## src/rtl/stage_sequencer_if.sv

```systemverilog
// Handshake/status bundle between the stage sequencer and the datapath stage blocks.
// Latency: none (wires only); the master modport is the sequencer side.
// Backpressure: per-stage stage_ready bits stretch the active stage; no other flow control.
// Ports: run, halt_req, stage_ready (and step when SEQ_SINGLE_STEP_EN is defined) into the
//        sequencer; stage_en, stage_idx, instr_retire, retired_count, cycle_count, busy,
//        halted, timeout_err out of it.
interface stage_sequencer_if #(
    parameter int NUM_STAGES = 5,
    parameter int CNT_W      = 32
);
    logic                          run;
    logic                          halt_req;
    logic [NUM_STAGES-1:0]         stage_ready;
`ifdef SEQ_SINGLE_STEP_EN
    logic                          step;
`endif
    logic [NUM_STAGES-1:0]         stage_en;
    logic [$clog2(NUM_STAGES)-1:0] stage_idx;
    logic                          instr_retire;
    logic [CNT_W-1:0]              retired_count;
    logic [CNT_W-1:0]              cycle_count;
    logic                          busy;
    logic                          halted;
    logic                          timeout_err;

`ifdef SEQ_SINGLE_STEP_EN
    modport master (
        input  run, halt_req, stage_ready, step,
        output stage_en, stage_idx, instr_retire, retired_count, cycle_count,
               busy, halted, timeout_err
    );
    modport slave (
        output run, halt_req, stage_ready, step,
        input  stage_en, stage_idx, instr_retire, retired_count, cycle_count,
               busy, halted, timeout_err
    );
`else
    modport master (
        input  run, halt_req, stage_ready,
        output stage_en, stage_idx, instr_retire, retired_count, cycle_count,
               busy, halted, timeout_err
    );
    modport slave (
        output run, halt_req, stage_ready,
        input  stage_en, stage_idx, instr_retire, retired_count, cycle_count,
               busy, halted, timeout_err
    );
`endif
endinterface

```

## src/rtl/stage_sequencer.sv

```systemverilog
// Multicycle stage sequencer: one-hot stage enables, run/halt control, counters, stall watchdog.
// Latency: all outputs registered; run seen in IDLE gives stage 0 on the next cycle; min NUM_STAGES cycles/instr.
// Backpressure: a stage holds while its stage_ready bit is low, up to MAX_WAIT cycles, then ERROR.
// Ports: clk, reset (async, active high), bus (stage_sequencer_if.master).
// Optional: define SEQ_SINGLE_STEP_EN to add bus.step, which launches one instruction from IDLE when run=0.
module stage_sequencer #(
    parameter int NUM_STAGES = 5,
    parameter int CNT_W      = 32,
    parameter int MAX_WAIT   = 15
) (
    input  logic               clk,
    input  logic               reset,
    stage_sequencer_if.master  bus
);
    localparam int IDX_W  = $clog2(NUM_STAGES);
    localparam int WAIT_W = $clog2(MAX_WAIT + 1);
    localparam logic [IDX_W-1:0]  LAST_STAGE = IDX_W'(NUM_STAGES - 1);
    localparam logic [WAIT_W-1:0] WAIT_LIMIT = WAIT_W'(MAX_WAIT - 1);

    typedef enum logic [1:0] {
        S_IDLE   = 2'd0,
        S_RUN    = 2'd1,
        S_HALTED = 2'd2,
        S_ERROR  = 2'd3
    } state_t;

    state_t              state_q, state_d;
    logic [IDX_W-1:0]    stage_q, stage_d;
    logic [WAIT_W-1:0]   wait_q, wait_d;
    logic                halt_pending_q, halt_pending_d;
    logic                single_q, single_d;
    logic                retire_d;
    logic                halt_now;
    logic                cur_ready;
    logic                step_launch;

    logic [NUM_STAGES-1:0] stage_en_q;
    logic [IDX_W-1:0]      stage_idx_q;
    logic                  instr_retire_q;
    logic [CNT_W-1:0]      retired_count_q;
    logic [CNT_W-1:0]      cycle_count_q;
    logic                  busy_q;
    logic                  halted_q;
    logic                  timeout_err_q;

    // A step only launches from IDLE while run is low; with run high the
    // normal continuous path takes over.
`ifdef SEQ_SINGLE_STEP_EN
    assign step_launch = bus.step & ~bus.run;
`else
    assign step_launch = 1'b0;
`endif

    // A halt request seen on the very edge of a boundary must win, so the
    // decision uses the request as well as the sticky flag.
    assign halt_now  = halt_pending_q | bus.halt_req;
    assign cur_ready = bus.stage_ready[stage_q];

    always_comb begin
        state_d        = state_q;
        stage_d        = stage_q;
        wait_d         = wait_q;
        single_d       = single_q;
        retire_d       = 1'b0;
        halt_pending_d = halt_pending_q | (bus.halt_req & (state_q != S_ERROR));

        case (state_q)
            S_IDLE: begin
                if (bus.run) begin
                    if (halt_now) begin
                        state_d = S_HALTED;
                    end else begin
                        state_d  = S_RUN;
                        stage_d  = '0;
                        wait_d   = '0;
                        single_d = 1'b0;
                    end
                end else if (step_launch) begin
                    state_d  = S_RUN;
                    stage_d  = '0;
                    wait_d   = '0;
                    single_d = 1'b1;
                end
            end

            S_RUN: begin
                if (cur_ready) begin
                    wait_d = '0;
                    if (stage_q == LAST_STAGE) begin
                        // Instruction boundary: retire, then pick what comes next.
                        retire_d = 1'b1;
                        stage_d  = '0;
                        single_d = 1'b0;
                        if (halt_now) begin
                            state_d = S_HALTED;
                        end else if (!bus.run || single_q) begin
                            state_d = S_IDLE;
                        end
                    end else begin
                        stage_d = stage_q + IDX_W'(1);
                    end
                end else if (wait_q == WAIT_LIMIT) begin
                    // This is the MAX_WAIT-th consecutive cycle without ready.
                    state_d = S_ERROR;
                    wait_d  = '0;
                end else begin
                    wait_d = wait_q + WAIT_W'(1);
                end
            end

            S_HALTED: begin
                state_d = S_HALTED;
            end

            default: begin
                state_d = S_ERROR;
            end
        endcase
    end

    always_ff @(posedge clk or posedge reset) begin
        if (reset) begin
            state_q         <= S_IDLE;
            stage_q         <= '0;
            wait_q          <= '0;
            halt_pending_q  <= 1'b0;
            single_q        <= 1'b0;
            stage_en_q      <= '0;
            stage_idx_q     <= '0;
            instr_retire_q  <= 1'b0;
            retired_count_q <= '0;
            cycle_count_q   <= '0;
            busy_q          <= 1'b0;
            halted_q        <= 1'b0;
            timeout_err_q   <= 1'b0;
        end else begin
            state_q        <= state_d;
            stage_q        <= stage_d;
            wait_q         <= wait_d;
            halt_pending_q <= halt_pending_d;
            single_q       <= single_d;

            // Outputs are decoded from the next state so they are true flops
            // aligned with the state they describe.
            stage_en_q     <= (state_d == S_RUN) ? (NUM_STAGES'(1) << stage_d) : '0;
            stage_idx_q    <= (state_d == S_RUN) ? stage_d : '0;
            busy_q         <= (state_d == S_RUN);
            halted_q       <= (state_d == S_HALTED);
            timeout_err_q  <= (state_d == S_ERROR);
            instr_retire_q <= retire_d;

            if (retire_d) begin
                retired_count_q <= retired_count_q + CNT_W'(1);
            end
            // Counts the cycle that just ended if it was spent in RUN.
            if (state_q == S_RUN) begin
                cycle_count_q <= cycle_count_q + CNT_W'(1);
            end
        end
    end

    assign bus.stage_en      = stage_en_q;
    assign bus.stage_idx     = stage_idx_q;
    assign bus.instr_retire  = instr_retire_q;
    assign bus.retired_count = retired_count_q;
    assign bus.cycle_count   = cycle_count_q;
    assign bus.busy          = busy_q;
    assign bus.halted        = halted_q;
    assign bus.timeout_err   = timeout_err_q;

endmodule

```

## src/flat_wrapper.sv

```systemverilog
// flat-port wrapper written by rule: the top's interface ports become plain ports
module stage_sequencer_flat 
#(
    parameter int NUM_STAGES = 5,
    parameter int CNT_W      = 32,
    parameter int MAX_WAIT   = 15
)
  (clk, reset, bus_run, bus_halt_req, bus_stage_ready, bus_stage_en, bus_stage_idx, bus_instr_retire, bus_retired_count, bus_cycle_count, bus_busy, bus_halted, bus_timeout_err);
  stage_sequencer_if #(.NUM_STAGES(NUM_STAGES), .CNT_W(CNT_W)) bus_i ();
  input  logic clk;
  input  logic reset;
  input wire logic [$bits(bus_i.run)-1:0] bus_run;
  input wire logic [$bits(bus_i.halt_req)-1:0] bus_halt_req;
  input wire logic [$bits(bus_i.stage_ready)-1:0] bus_stage_ready;
  output wire logic [$bits(bus_i.stage_en)-1:0] bus_stage_en;
  output wire logic [$bits(bus_i.stage_idx)-1:0] bus_stage_idx;
  output wire logic [$bits(bus_i.instr_retire)-1:0] bus_instr_retire;
  output wire logic [$bits(bus_i.retired_count)-1:0] bus_retired_count;
  output wire logic [$bits(bus_i.cycle_count)-1:0] bus_cycle_count;
  output wire logic [$bits(bus_i.busy)-1:0] bus_busy;
  output wire logic [$bits(bus_i.halted)-1:0] bus_halted;
  output wire logic [$bits(bus_i.timeout_err)-1:0] bus_timeout_err;
  assign bus_i.run = bus_run;
  assign bus_i.halt_req = bus_halt_req;
  assign bus_i.stage_ready = bus_stage_ready;
  assign bus_stage_en = bus_i.stage_en;
  assign bus_stage_idx = bus_i.stage_idx;
  assign bus_instr_retire = bus_i.instr_retire;
  assign bus_retired_count = bus_i.retired_count;
  assign bus_cycle_count = bus_i.cycle_count;
  assign bus_busy = bus_i.busy;
  assign bus_halted = bus_i.halted;
  assign bus_timeout_err = bus_i.timeout_err;
  stage_sequencer #(.NUM_STAGES(NUM_STAGES), .CNT_W(CNT_W), .MAX_WAIT(MAX_WAIT)) u_core (.clk(clk), .reset(reset), .bus(bus_i));
endmodule
```

## config.mk

```make
export PLATFORM = sky130hd
export DESIGN_NAME = stage_sequencer_flat
export DESIGN_NICKNAME = d
export VERILOG_FILES = /design/src/rtl/stage_sequencer_if.sv /design/src/rtl/stage_sequencer.sv /design/src/flat_wrapper.sv
export SDC_FILE = /design/constraint.sdc
export NUM_CORES = 1
export LEC_CHECK = 0
export CORE_MARGIN = 2
export CORE_UTILIZATION = 35
export CTS_BUF_LIST = sky130_fd_sc_hd__clkbuf_8
export DETAILED_ROUTE_END_ITERATION = 7
export HOLD_SLACK_MARGIN = 0.12
export MAX_ROUTING_LAYER = met4
export SYNTH_ARGS = -nofsm -noshare
export SYNTH_HDL_FRONTEND = slang
export SYNTH_SLANG_ARGS = --single-unit
```

## constraint.sdc

```tcl
create_clock -name clk -period 5.7 [get_ports clk]
set_input_delay 0.855 -clock clk [delete_from_list [all_inputs] [get_ports clk]]
set_output_delay 0.855 -clock clk [all_outputs]
set_load 0.05 [all_outputs]
```

==> impl_metrics.py <==
metrics = {
    "grt": {
        "grt_antenna_before_repair": 0,
        "grt_pass1_wl_um": 13600,
        "grt_overflow": 0,
        "grt_use_total_pct": 14.7,
        "grt_pass1_vias": 2827,
        "grt_max_degree": 47,
    },
    "yosys": {
        "muxShareOfSynthArea_pct": 1.41,
        "seq_area_frac_synth_pct": 55.0,
        "synth.cell_area_sq_um": 3910,
        "synth-compound-area-share_pct": 4.06,
        "synth-async-reset-ratio_pct": 100,
        "yosysTopAreaCell": "dfrtp_1",
        "synth_top_family_by_area": "simple AND/OR/NAND/NOR gates",
        "synth_simple_gate_area_share_pct": 21.4,
        "synth-xor-area-share_pct": 14.1,
        "syn_nets": 360,
        "yosys_warnings": 0,
        "synth_edf_count": 0,
        "netlist.area_leader.share_pct": 55.0,
        "synth_adder_area_share_pct": 1.92,
        "yosys-top-cells-area": "dfrtp_1, xnor2_1, xor2_1",
        "ys_ff_latch": 86,
        "synth_cell_types": 49,
        "ys.flop_type": "dfrtp_1",
        "avgSynthCellArea_sq_um": 11.3,
        "synthCells": 345,
    },
    "detailed_routing": {
        "drt-initial-drc-count": 93,
        "route.vias.total": 2833,
        "drt-wirelength-per-cell_um": 13.9,
        "drc": 0,
        "routed_via_density": 4.88,
        "antenna_left": 0,
        "wl_um": 8080,
        "first_pass_iters": 4,
    },
    "sta": {
        "slew_violations": 0,
        "fin_crit_ns": 2.58,
        "hold_slack_ns": 0.474,
        "rsz0062_at_grt": "no",
        "tightest_slew_ns": 0.694,
        "finalHoldViolCount": 0,
        "setup_viol": 0,
        "setup_ws_ns": 3.12,
        "max_freq_ghz": 0.387,
        "setup-tns-final_ns": 0,
        "finalCritPeriodShare_pct": 45.3,
        "slew_headroom_pct": 53.7,
        "fin_skew_ns": 0.0124,
    },
    "placed_design": {
        "hpwl_um": 5840,
        "dpl_worst_slack_ns": 2.73,
        "port_buffers": 84,
        "routabilityCongestion": 0.775,
    },
    "critical_path": {
        "worstSetupPathType": "in2reg",
        "cp.arrival_ns": 2.84,
        "critPathLaunchType": "input port",
        "r2r-end": "u_core.bus.retired_count[20]$_DFFE_PP0P_",
        "r2r_cells": 7,
        "crit_slowest_cell": "or3b_2",
        "cp_slowest_stage_delay_ns": 0.49,
        "crit_chain": "clkdlybuf4s50_1, or3b_2, a21o_2, o22ai_1, nand3_1, nor3_1",
        "end_kind": "register",
        "worstPathRequired_ns": 5.96,
        "r2r_slack_ns": 3.28,
        "reg2reg_from": "u_core.stage_q[0]$_DFF_PP0_",
        "cp_max_fo": 5,
    },
    "floorplan": {
        "dieArea_sq_um": 12000,
        "ios": 85,
        "start_util_pct": 35.9,
        "core_area_sq_um": 10900,
        "row_count": 38,
        "die_y_um": 110,
        "fp.dieW_um": 110,
    },
    "clocking": {
        "cts_sinks": 86,
        "cts_buffers": 9,
        "tritoncts": "yes",
        "post-cts-setup-buffers": 0,
        "insertion_delay_ns": 0.34,
        "clock_path_buffers": 2,
        "clockRootBuffer": "clkbuf_8",
        "cts.clk_slew.worst_paths_ns": 0.09,
        "cts_resized": 0,
        "h-tree-depth": 3,
        "cts_hold_buf": 0,
    },
    "pwr": {
        "ir_drop_uv": 129,
        "power.density_nw_per_um2": 229,
        "leakage_nw": 2.30,
    },
    "finish": {
        "layout_common_cells": "dfrtp_1, clkdlybuf4s50_1, xnor2_1, nand2_1, xor2_1",
        "nNetsFinal": 452,
        "final_util_pct": 47.4,
        "drive_gt1_share_pct": 8.16,
        "n_antenna_cell": 0,
        "final_common_cell": "dfrtp_1",
        "syn_to_final_growth_pct": 32.0,
    },
    "hold_path": {
        "worstHoldPathType": "reg2reg",
        "hold_path_depth": 1,
        "min_to": "u_core.bus.cycle_count[31]$_DFFE_PP0P_",
        "hp-start": "u_core.bus.cycle_count[31]$_DFFE_PP0P_",
    },
    "outcome": {
        "status": "complete, no violations",
    },
    "run": {
        "drv_cap": 0,
    },
}
[critical path, delay by kind of cell]
family / cells / cell delay [ns]
compound gates: 2 / 0.63
buf+inv: 1 / 0.48
simple gates: 3 / 0.89
[power breakdown]
part           switching, mW  internal (mW)
Combinational         0.0192        0.00932
Clock                  0.212          0.330
Sequential           0.00120          0.611
Total                  0.232          0.950
[layer usage]
| layer | vias up | wire [um] | GRT usage (%) |
|---|---|---|---|
| met2 | 65 | 3640 | 21.6 |
| li1 | 1372 | - | - |
| met5 | - | 0 | - |
| met1 | 1384 | 3980 | 20.5 |
| met4 | 0 | 129 | 5.15 |
| met3 | 12 | 331 | 2.55 |
[state kept, by name, indices dropped and copies added (netlist names), 2 cells and up]
name	flops
u_core.bus.retired_count	32
u_core.state_q	2
u_core.bus.stage_en	5
u_core.stage_q	3
u_core.bus.stage_idx	3
u_core.wait_q	4
u_core.bus.cycle_count	32
[per-stage QoR]
step                std cells  area [sq um]  power, mW
floorplan                 345          3910      0.641
global placement          566          4910      0.654
detailed placement        566          4910      0.654
CTS                       581          5160       1.20
global route              581          5160       1.23
finish                    581          5160       1.18
[area by class of cell]
type / instances / area, sq um
Timing Repair Buffer: 85 / 848
Clock buffer: 9 / 124
Clock inverter: 6 / 128
Sequential cell: 86 / 2150
Fill cell: 1022 / 5720
Tap cell: 140 / 175
Inverter: 16 / 61.3
Multi-Input combinational cell: 239 / 1680
[cell usage after synthesis (all sizes together) (3+ instances only)]
master,count
and3,11
and4,8
nor3,6
or2,3
nor2,23
a21o,3
dfrtp,86
nand3,21
and2,4
xnor2,39
nand2,36
buf,3
inv,16
nand4,15
xor2,24
nor4,7
ha,6
o21ai,5
[logic make-up after synthesis]
kind of cell | after synthesis
AO/OA/AOI/OAI | 21
XOR/XNOR | 63
adder cells (fa/ha/maj) | 6
buffers and inverters | 20
flip-flops | 86
multiplexers | 4
AND/OR/NAND/NOR | 145
[worst max path at each step]
stage	endpoint	start	slack (ns)
6_report	u_core.bus.stage_en[3]$_DFF_PP0_	bus_run	3.12
5_1_grt	u_core.bus.stage_en[3]$_DFF_PP0_	bus_halt_req	3.01
4_1_cts	u_core.bus.stage_en[3]$_DFF_PP0_	bus_run	3.10
3_5_place_dp	u_core.bus.stage_en[1]$_DFF_PP0_	bus_run	2.73
3_3_place_gp	u_core.bus.stage_en[3]$_DFF_PP0_	bus_run	2.80
2_1_floorplan	u_core.bus.busy$_DFF_PP0_	reset	2.62
No activity file was read; power rests on OpenSTA's default activity.
